**src/rtl/hasti_xbar_mxn.sv**
```systemverilog
// HASTI (AHB-Lite) M x N crossbar: base/mask decode, per-slave round-robin arbitration with
// burst/lock hold, per-master holding register for losing requests, and a 2-cycle ERROR default slave.
module hasti_xbar_mxn #(
   parameter int NUM_M = 2,
   parameter int NUM_S = 2,
   // Slave k occupies bits [k*32 +: 32]; slave 0 is the rightmost word.
   parameter logic [NUM_S*32-1:0] S_BASE = {32'h0001_0000, 32'h0000_0000},
   parameter logic [NUM_S*32-1:0] S_MASK = {32'hFFFF_0000, 32'hFFFF_0000}
) (
   input  logic                hclk,
   input  logic                hresetn,
   input  logic [NUM_M*32-1:0] m_haddr,
   input  logic [NUM_M-1:0]    m_hwrite,
   input  logic [NUM_M*3-1:0]  m_hsize,
   input  logic [NUM_M*3-1:0]  m_hburst,
   input  logic [NUM_M*4-1:0]  m_hprot,
   input  logic [NUM_M*2-1:0]  m_htrans,
   input  logic [NUM_M-1:0]    m_hmastlock,
   input  logic [NUM_M*32-1:0] m_hwdata,
   output logic [NUM_M*32-1:0] m_hrdata,
   output logic [NUM_M-1:0]    m_hready,
   output logic [NUM_M-1:0]    m_hresp,
   output logic [NUM_S-1:0]    s_hsel,
   output logic [NUM_S*32-1:0] s_haddr,
   output logic [NUM_S-1:0]    s_hwrite,
   output logic [NUM_S*3-1:0]  s_hsize,
   output logic [NUM_S*3-1:0]  s_hburst,
   output logic [NUM_S*4-1:0]  s_hprot,
   output logic [NUM_S*2-1:0]  s_htrans,
   output logic [NUM_S-1:0]    s_hmastlock,
   output logic [NUM_S*32-1:0] s_hwdata,
   input  logic [NUM_S*32-1:0] s_hrdata,
   input  logic [NUM_S-1:0]    s_hready,
   input  logic [NUM_S-1:0]    s_hresp
);

   localparam int MW = (NUM_M > 1) ? $clog2(NUM_M) : 1;
   localparam int SW = (NUM_S > 1) ? $clog2(NUM_S) : 1;

   localparam logic [2:0] ST_IDLE  = 3'd0;
   localparam logic [2:0] ST_PEND  = 3'd1;
   localparam logic [2:0] ST_DATA  = 3'd2;
   localparam logic [2:0] ST_DERR1 = 3'd3;
   localparam logic [2:0] ST_DERR2 = 3'd4;

   localparam logic [1:0] HT_BUSY = 2'b01;
   localparam logic [1:0] HT_SEQ  = 2'b11;

   typedef struct packed {
      logic [31:0] haddr;
      logic        hwrite;
      logic [2:0]  hsize;
      logic [2:0]  hburst;
      logic [3:0]  hprot;
      logic [1:0]  htrans;
      logic        hmastlock;
   } aph_t;

   aph_t          live      [NUM_M];
   logic          live_hit  [NUM_M];
   logic [SW-1:0] live_slv  [NUM_M];
   logic          live_act  [NUM_M];
   aph_t          hold_q    [NUM_M];
   logic [2:0]    st_q      [NUM_M];
   logic [SW-1:0] slv_q     [NUM_M];
   logic [NUM_M-1:0] m_gnt;

   logic [MW-1:0]    rr_ptr    [NUM_S];
   logic [NUM_S-1:0] lock_q;
   logic [NUM_S-1:0] lock_nxt;
   logic [NUM_S-1:0] dp_vld_q;
   logic [MW-1:0]    dp_own_q  [NUM_S];
   logic [NUM_M-1:0] req       [NUM_S];
   logic [NUM_S-1:0] seq_hold;
   logic [NUM_S-1:0] lock_hold;
   logic [NUM_S-1:0] gnt_vld;
   logic [MW-1:0]    gnt_idx   [NUM_S];
   aph_t             gnt_aph   [NUM_S];

   function automatic logic [MW-1:0] rr_idx(input logic [MW-1:0] base, input int step);
      int t;
      t = int'(base) + step;
      if (t >= NUM_M) t = t - NUM_M;
      return MW'(t);
   endfunction

   // Unpack live address phases and decode; the lowest matching slave wins.
   always_comb begin
      for (int i = 0; i < NUM_M; i++) begin
         live[i].haddr     = m_haddr[i*32 +: 32];
         live[i].hwrite    = m_hwrite[i];
         live[i].hsize     = m_hsize[i*3 +: 3];
         live[i].hburst    = m_hburst[i*3 +: 3];
         live[i].hprot     = m_hprot[i*4 +: 4];
         live[i].htrans    = m_htrans[i*2 +: 2];
         live[i].hmastlock = m_hmastlock[i];
         live_hit[i] = 1'b0;
         live_slv[i] = '0;
         for (int k = NUM_S - 1; k >= 0; k--) begin
            if ((live[i].haddr & S_MASK[k*32 +: 32]) == S_BASE[k*32 +: 32]) begin
               live_hit[i] = 1'b1;
               live_slv[i] = SW'(k);
            end
         end
      end
   end

   // NOTE: every output of a combinational block gets a default first so no latch is inferred.
   always_comb begin
      m_hready = '1;
      m_hresp  = '0;
      m_hrdata = '0;
      for (int i = 0; i < NUM_M; i++) begin
         case (st_q[i])
            ST_PEND:  m_hready[i] = 1'b0;
            ST_DATA: begin
               m_hready[i]           = s_hready[slv_q[i]];
               m_hresp[i]            = s_hresp[slv_q[i]];
               m_hrdata[i*32 +: 32]  = s_hrdata[slv_q[i]*32 +: 32];
            end
            ST_DERR1: begin
               m_hready[i] = 1'b0;
               m_hresp[i]  = 1'b1;
            end
            ST_DERR2: m_hresp[i] = 1'b1;
            default:  ;
         endcase
      end
   end

   always_comb begin
      for (int i = 0; i < NUM_M; i++)
         live_act[i] = m_hready[i] && live[i].htrans[1];
   end

   // Per-slave arbiter: rr_ptr doubles as the current owner for the hold rule.
   always_comb begin
      for (int k = 0; k < NUM_S; k++) begin
         req[k] = '0;
         for (int i = 0; i < NUM_M; i++)
            req[k][i] = (st_q[i] == ST_PEND && slv_q[i] == SW'(k)) ||
                        (live_act[i] && live_hit[i] && live_slv[i] == SW'(k));

         if (st_q[rr_ptr[k]] == ST_PEND && slv_q[rr_ptr[k]] == SW'(k))
            seq_hold[k] = hold_q[rr_ptr[k]].htrans == HT_SEQ;
         else
            seq_hold[k] = m_hready[rr_ptr[k]] && live_hit[rr_ptr[k]] &&
                          live_slv[rr_ptr[k]] == SW'(k) &&
                          (live[rr_ptr[k]].htrans == HT_SEQ || live[rr_ptr[k]].htrans == HT_BUSY);
         // Lock is released only once the owner presents an accepted phase with hmastlock low.
         lock_hold[k] = lock_q[k] && !(m_hready[rr_ptr[k]] && !live[rr_ptr[k]].hmastlock);

         gnt_vld[k] = 1'b0;
         gnt_idx[k] = '0;
         if (s_hready[k]) begin
            if (seq_hold[k] || lock_hold[k]) begin
               gnt_vld[k] = req[k][rr_ptr[k]];
               gnt_idx[k] = rr_ptr[k];
            end else begin
               for (int j = 1; j <= NUM_M; j++) begin
                  if (!gnt_vld[k] && req[k][rr_idx(rr_ptr[k], j)]) begin
                     gnt_vld[k] = 1'b1;
                     gnt_idx[k] = rr_idx(rr_ptr[k], j);
                  end
               end
            end
         end

         if (!gnt_vld[k])
            gnt_aph[k] = '0;
         else if (st_q[gnt_idx[k]] == ST_PEND)
            gnt_aph[k] = hold_q[gnt_idx[k]];
         else
            gnt_aph[k] = live[gnt_idx[k]];
         lock_nxt[k] = gnt_vld[k] ? gnt_aph[k].hmastlock : lock_hold[k];
      end
   end

   always_comb begin
      m_gnt       = '0;
      s_hsel      = '0;
      s_haddr     = '0;
      s_hwrite    = '0;
      s_hsize     = '0;
      s_hburst    = '0;
      s_hprot     = '0;
      s_htrans    = '0;
      s_hmastlock = '0;
      s_hwdata    = '0;
      for (int k = 0; k < NUM_S; k++) begin
         if (gnt_vld[k]) m_gnt[gnt_idx[k]] = 1'b1;
         s_hsel[k]           = gnt_vld[k];
         s_haddr[k*32 +: 32] = gnt_aph[k].haddr;
         s_hwrite[k]         = gnt_aph[k].hwrite;
         s_hsize[k*3 +: 3]   = gnt_aph[k].hsize;
         s_hburst[k*3 +: 3]  = gnt_aph[k].hburst;
         s_hprot[k*4 +: 4]   = gnt_aph[k].hprot;
         s_htrans[k*2 +: 2]  = gnt_aph[k].htrans;
         s_hmastlock[k]      = gnt_aph[k].hmastlock;
         if (dp_vld_q[k]) s_hwdata[k*32 +: 32] = m_hwdata[dp_own_q[k]*32 +: 32];
      end
   end

   // NOTE: sequential state uses non-blocking assignments so every register samples pre-edge values.
   always_ff @(posedge hclk or negedge hresetn) begin
      if (!hresetn) begin
         for (int i = 0; i < NUM_M; i++) begin
            st_q[i]   <= ST_IDLE;
            slv_q[i]  <= '0;
            // NOTE: holding registers are control state, not bulk storage, so they are cleared on reset.
            hold_q[i] <= '0;
         end
         for (int k = 0; k < NUM_S; k++) begin
            rr_ptr[k]   <= '0;
            dp_own_q[k] <= '0;
         end
         lock_q   <= '0;
         dp_vld_q <= '0;
      end else begin
         for (int i = 0; i < NUM_M; i++) begin
            if (m_hready[i]) begin
               if (live_act[i] && !live_hit[i]) begin
                  st_q[i] <= ST_DERR1;
               end else if (live_act[i]) begin
                  st_q[i]  <= m_gnt[i] ? ST_DATA : ST_PEND;
                  slv_q[i] <= live_slv[i];
                  if (!m_gnt[i]) hold_q[i] <= live[i];
               end else begin
                  st_q[i] <= ST_IDLE;
               end
            end else if (st_q[i] == ST_PEND && m_gnt[i]) begin
               st_q[i] <= ST_DATA;
            end else if (st_q[i] == ST_DERR1) begin
               st_q[i] <= ST_DERR2;
            end
         end
         for (int k = 0; k < NUM_S; k++) begin
            if (s_hready[k]) begin
               dp_vld_q[k] <= gnt_vld[k];
               dp_own_q[k] <= gnt_idx[k];
            end
            if (gnt_vld[k]) rr_ptr[k] <= gnt_idx[k];
         end
         lock_q <= lock_nxt;
      end
   end

endmodule

```
**config.mk**
```make
export PLATFORM = sky130hd
export DESIGN_NAME = hasti_xbar_mxn
export DESIGN_NICKNAME = d
export VERILOG_FILES = /design/src/rtl/hasti_xbar_mxn.sv
export SDC_FILE = /design/constraint.sdc
export NUM_CORES = 1
export LEC_CHECK = 0
export CORE_AREA = 2 2 178 180
export CTS_BUF_LIST = sky130_fd_sc_hd__clkbuf_16
export CTS_CLUSTER_DIAMETER = 80
export CTS_CLUSTER_SIZE = 12
export DETAILED_ROUTE_END_ITERATION = 10
export DIE_AREA = 0 0 180 182
export PLACE_DENSITY = 0.69
export SLEW_MARGIN = 20
export SYNTH_ARGS = -nofsm -noshare
export SYNTH_HDL_FRONTEND = slang
export SYNTH_SLANG_ARGS = --single-unit
```
**constraint.sdc**
```tcl
create_clock -name hclk -period 7.6 [get_ports hclk]
set_input_delay 1.52 -clock hclk [delete_from_list [all_inputs] [get_ports hclk]]
set_output_delay 1.52 -clock hclk [all_outputs]
set_load 0.03 [all_outputs]
```
# Word-level counts from Yosys, hierarchy flattened
# Cells that the tools add are included.
[classes] n_addsub=8 magnitude_cmp=20 n_eq_ne=20 n_shift=4 muxes=150 bitwise=15 reduce_logical=60
[ops] cell="46-bit 2-to-1 mux" n=16
[ops] cell="64-bit by 7-bit indexed part select with 32-bit output" n=4
[ops] cell="32-bit 2-to-1 mux" n=4
[ops] cell="3-bit 2-to-1 mux" n=30
[ops] cell="1-bit 2-to-1 mux" n=86
[ops] cell="32-bit zero test" n=2
[ops] cell="16-bit by 1-bit equality test with 1-bit output, second input constant" n=2
[ops] cell="1-bit logical AND" n=32
[ops] cell="1-bit by 2-bit < comparator with 1-bit output, second input constant" n=10
[ops] cell="3-bit by 1-bit equality test with 1-bit output, second input constant" n=6
[ops] cell="2-bit 2-to-1 mux" n=8
[ops] cell="3-bit by 2-bit equality test with 1-bit output, second input constant" n=4
[ops] cell="2-bit greater-or-equal comparator, second input constant" n=6
[ops] cell="1-bit NOT" n=10
[ops] cell="2-bit equality test, second input constant" n=4
[ops] cell="1-bit zero test" n=8
[ops] cell="1-bit logical OR" n=8
[ops] cell="1-bit NOT with 2-bit output" n=4
[ops] cell="1-bit one-hot mux with 2 select lines" n=4
[ops] cell="4-bit AND reduction" n=2
[ops] cell="2-bit OR reduction" n=4
[ops] cell="1-bit by 2-bit adder with 3-bit output, second input constant" n=2
[ops] cell="3-bit equality test, second input constant" n=2
[ops] cell="3-bit by 2-bit greater-or-equal comparator with 1-bit output, second input constant" n=2
[ops] cell="8 further kinds" n=17
[word_totals] register_bits=108 in_bits=226 output_inout_bits=226

# Logic depth before layout (Yosys ltp)
[depth] depth_word=34 mapped_depth=10

# Worst setup path after synthesis
# OpenSTA, ideal clock, no wires.
[synth_path] path_type="input port to output port" from="in m_haddr[17]" to="out s_haddr[0]" arrival_ns=4.247 t_required_ns=6.080 setup_slack_ns=1.833 stages=10 path_buffers=4 cell_sequence="nor4_1 and4_1 buf_1 a41o_1 and4b_1 o41a_1 buf_2 buf_1 buf_1 a211oi_1"
[synth_between] elab_chain_len=23 elab_cells_between_ends=52
[synth_rtl] item="start, declared" line="12" text="input logic [NUM_M*32-1:0] m_haddr,"
[synth_rtl] item="16-bit by 1-bit equality test with 1-bit output" line="100" text="if ((live[i].haddr & S_MASK[k*32 +: 32]) == S_BASE[k*32 +: 32]) begin"
[synth_rtl] item="1-bit 2-to-1 mux (2 in a row)" line="100"
[synth_rtl] item="1-bit logical AND / 1-bit NOT (equally long branches)" line="142" text="(live_act[i] && live_hit[i] && live_slv[i] == SW'(k));"
[synth_rtl] item="1-bit logical AND" line="142"
[synth_rtl] item="1-bit logical OR" line="141" text="req[k][i] = (st_q[i] == ST_PEND && slv_q[i] == SW'(k)) ||"
[synth_rtl] item="1-bit 2-to-1 mux (implied by the code) (2 in a row)" line="161" text="if (!gnt_vld[k] && req[k][rr_idx(rr_ptr[k], j)]) begin"
[synth_rtl] item="1-bit 2-to-1 mux" line="161"
[synth_rtl] item="1-bit 2-to-1 mux" line="156" text="if (seq_hold[k] || lock_hold[k]) begin"
[synth_rtl] item="(+3 left out)"
[synth_rtl] item="1-bit 2-to-1 mux" line="161"
[synth_rtl] item="1-bit 2-to-1 mux" line="156"
[synth_rtl] item="1-bit 2-to-1 mux" line="155" text="if (s_hready[k]) begin"
[synth_rtl] item="1-bit NOT with 2-bit output (implied by the code)" line="171, 172, 174"
[synth_rtl] item="3-bit 2-to-1 mux (implied by the code) (3 in a row)" line="171" text="else if (st_q[gnt_idx[k]] == ST_PEND)"
[synth_rtl] item="3-bit by 1-bit equality test with 1-bit output" line="171"
[synth_rtl] item="46-bit 2-to-1 mux" line="171"
[synth_rtl] item="46-bit 2-to-1 mux *" line="169" text="if (!gnt_vld[k])"
[synth_rtl] item="end, declared" line="24" text="output logic [NUM_S*32-1:0] s_haddr,"
# Every way passes the cells marked *; elsewhere a longest branch is shown, timed or not. The select of a mux whose other input is x is not followed.

# Worst setup path after layout
[layout_path] from="in m_haddr[53]" to="out s_haddr[56]"
[layout_between] elab_chain_len=23 elab_cells_between_ends=50
[layout_rtl] item="16-bit by 1-bit equality test with 1-bit output" line="100"
[layout_rtl] item="1-bit 2-to-1 mux (2 in a row)" line="100"
[layout_rtl] item="1-bit logical AND (2 in a row)" line="142"
[layout_rtl] item="1-bit logical OR" line="141"
[layout_rtl] item="1-bit 2-to-1 mux (implied by the code) (2 in a row)" line="161"
[layout_rtl] item="1-bit 2-to-1 mux" line="161"
[layout_rtl] item="1-bit 2-to-1 mux" line="156"
[layout_rtl] item="1-bit 2-to-1 mux" line="155"
[layout_rtl] item="(+2 left out)"
[layout_rtl] item="1-bit 2-to-1 mux" line="161"
[layout_rtl] item="1-bit 2-to-1 mux" line="156"
[layout_rtl] item="1-bit 2-to-1 mux" line="155"
[layout_rtl] item="1-bit NOT with 2-bit output (implied by the code)" line="171, 172, 174"
[layout_rtl] item="3-bit 2-to-1 mux (implied by the code) (3 in a row)" line="171"
[layout_rtl] item="3-bit by 1-bit equality test with 1-bit output" line="171"
[layout_rtl] item="46-bit 2-to-1 mux" line="171"
[layout_rtl] item="46-bit 2-to-1 mux *" line="169"
# Marks and branches as above.

==> flow_metrics.py <==
metrics = {
    "worst_setup_path": {
        "arrival_ns": 5.74,
        "endpoint_kind": "primary output",
        "critPathKind": "input port to primary output",
        "cp-start-kind": "input port",
        "cp_data_required_time_ns": 6.08,
        "worstPathMaxFanout": 48,
    },
    "power_and_ir_drop": {
        "powerDensity_nw_per_um2": 236.3,
        "p_leak_nw": 5.478,
        "ir_drop_uv": 116.1,
        "power_mw": 3.256,
    },
    "min_path": {
        "hold_class": "flip-flop to flip-flop",
    },
    "sta": {
        "tns_ns": 0,
        "slew-limit-headroom_pct": 25.58,
        "fin_ws_ns": 0.3449,
        "worst_pin_slew_ns": 1.116,
        "setup_viol": 0,
        "max_freq_ghz": 0.1378,
        "drv_slew": 0,
        "rsz0062_at_grt": "no",
        "hold_violations": 0,
        "finClkSkew_ns": 0.006922,
        "period_share_pct": 95.46,
        "fin_crit_ns": 7.255,
    },
    "grt": {
        "grt.busiest_layer": "met2",
        "grt_pass1_wl_um": 56190,
        "grt.total_usage_pct": 22.07,
        "first_global_vias": 9319,
        "grtUsageMet1_pct": 27.41,
        "grt_start_max_net_pins": 61,
        "gr-usage-met3_pct": 5.776,
        "grt_overflow": 0,
        "grt_antenna_before_repair": 2,
        "met2_usage_pct": 35.98,
    },
    "clock_network": {
        "cts_tree": "yes",
        "clk_path_buf_depth": 2,
        "postCtsSetupBuffers": 0,
        "htreeDepth": 3,
        "clkSlewWorstSetupHoldPaths_ns": 0.08,
        "cts.sinks": 108,
        "cts_inserted_buffers": 9,
        "clk_latency_ns": 0.36,
        "cts-root-buf": "clkbuf_16",
        "cts_resized": 0,
        "cts_hold_buf": 0,
    },
    "run": {
        "max_cap_viol_count": 0,
    },
    "route": {
        "dr_total_vias": 9340,
        "wl_um": 37430,
        "drtPass1Iterations": 4,
        "ant_nets": 0,
        "wl_per_cell_um": 20.33,
        "via_per_inst": 5.073,
        "drc": 0,
        "drtIter0Drc": 441,
    },
    "synth": {
        "synth_edf_count": 0,
        "synth_nets": 1256,
        "seq_area_frac_synth_pct": 31.63,
        "synth_area_leaders": "dfrtp_1, mux2i_1, nor2_1",
        "synth.avg_cell_area_um2": 8.296,
        "yosysWarnings": 0,
        "yosys_register_bits": 108,
        "synth_top_area_cell": "dfrtp_1",
        "synthArstFlopShare_pct": 100.0,
        "synth_top_area_share_pct": 31.63,
        "synth_cells": 1030,
        "synth_ff_type": "dfrtp_1",
        "synth_area_um2": 8544,
        "synth_cell_types": 56,
    },
    "finish": {
        "fin_area_um2": 13780,
        "final_util_pct": 44.48,
        "syn_to_final_growth_pct": 61.30,
        "nNetsFinal": 1659,
        "layout-drive-gt1-share_pct": 7.024,
        "fillers": 3008,
        "final_cell_mix": "clkdlybuf4s50_1, nor2_1, mux2i_1",
        "seq_area_um2": 2708,
        "multiInputGateArea_um2": 5468,
        "mostFrequentLayoutCell": "clkdlybuf4s50_1",
    },
    "place": {
        "hpwl_um": 28690,
        "place_congestion": 0.8743,
        "port_buffers": 451,
        "dpl_cell_area_um2": 13480,
        "pre_cts_ws_ns": 0.5555,
    },
    "status": {
        "status": "finished, final reports clean",
    },
    "die": {
        "die-area_um2": 32760,
        "die_w_um": 180,
        "start_util_pct": 27.58,
        "row_count": 65,
        "core_um2": 30990,
        "die_h_um": 182,
        "ioPinCount": 452,
    },
}
[where the power goes]
group	internal [mW]	leakage (nW)	switching, mW
sequential	0.598	1.48	0.0626
clock	0.232	0.142	0.249
combinational	0.816	3.85	1.30
[layout make-up]
cell class,instances,area share [%]
timing repair buffer,475,34.41
tap,402,3.650
clock inverter,7,0.5084
multi-input combinational,822,39.67
antenna,1,0.01816
inverter,17,0.4630
sequential,108,19.65
clock buffer,9,1.634
[worst max-delay path, cell delays in order]
cell             delay, ns
clkdlybuf4s50_1       0.45
nor4_1                0.71
nand4_1               0.17
buf_4                 0.22
o31ai_1               0.46
nand4b_1              0.28
a31oi_4               0.26
buf_12                0.27
a21boi_0              0.52
a221oi_1              0.22
clkdlybuf4s50_1       0.63
[cell usage after synthesis (3+ instances only)]
| cell type | number |
|---|---|
| mux2_2 | 38 |
| buf_4 | 3 |
| mux2i_1 | 172 |
| a311oi_1 | 5 |
| a21o_1 | 7 |
| mux2_1 | 24 |
| nand2b_1 | 6 |
| a21oi_1 | 3 |
| a21boi_0 | 3 |
| o31ai_1 | 5 |
| nand2_1 | 142 |
| nor2b_1 | 34 |
| a221oi_1 | 4 |
| clkbuf_1 | 52 |
| buf_6 | 3 |
| nor4_1 | 6 |
| o21ai_0 | 15 |
| a211oi_1 | 85 |
| inv_1 | 16 |
| nor2_1 | 220 |
| and2_1 | 4 |
| nor3_1 | 10 |
| dfrtp_1 | 108 |
| buf_1 | 22 |
[metal layers]
metal / vias to the layer above / part of all wire (%) / wire [µm]
met5: - / 0.035 / 13
met4: 2 / 4.0 / 1484
met3: 71 / 8.1 / 3022
met2: 389 / 46 / 17370
met1: 4476 / 42 / 15540
li1: 4402 / - / -
[cells by family after synthesis]
| logic type | count (synthesis) | synth area share [%] |
|---|---|---|
| buf+inv | 100 | 4.832 |
| flops | 108 | 31.63 |
| compound gates | 145 | 13.24 |
| simple gates | 443 | 21.98 |
| mux | 234 | 28.32 |
[worst paths after layout]
kind                             startpoint          end  slack (ns)  depth (start not counted)
worst max-delay path            m_haddr[53]  s_haddr[56]        0.34                         11
worst min-delay path             hold_q[22]   hold_q[22]        0.49                          1
worst max register to register     slv_q[1]    hold_q[8]        2.56                         11
worst min register to register   hold_q[22]   hold_q[22]        0.49                          1
max in group asynchronous           hresetn   hold_q[84]        5.14                          2
min in group asynchronous           hresetn   hold_q[62]        1.18                          1
[metrics by stage]
step                      std cells  hold slack [ns]
after global placement         1824           0.4668
after CTS                      1840           0.4922
after global routing           1841           0.5105
after floorplan                1030           0.4551
final                          1841           0.4904
after detailed placement       1824           0.4747
[sequential cells by signal, indices dropped and copies added (netlist names)]
signal    cells
dp_own_q      2
dp_vld_q      2
hold_q       92
lock_q        2
rr_ptr        2
slv_q         2
st_q          6
Note: power is estimated with default switching activity, not from simulation.
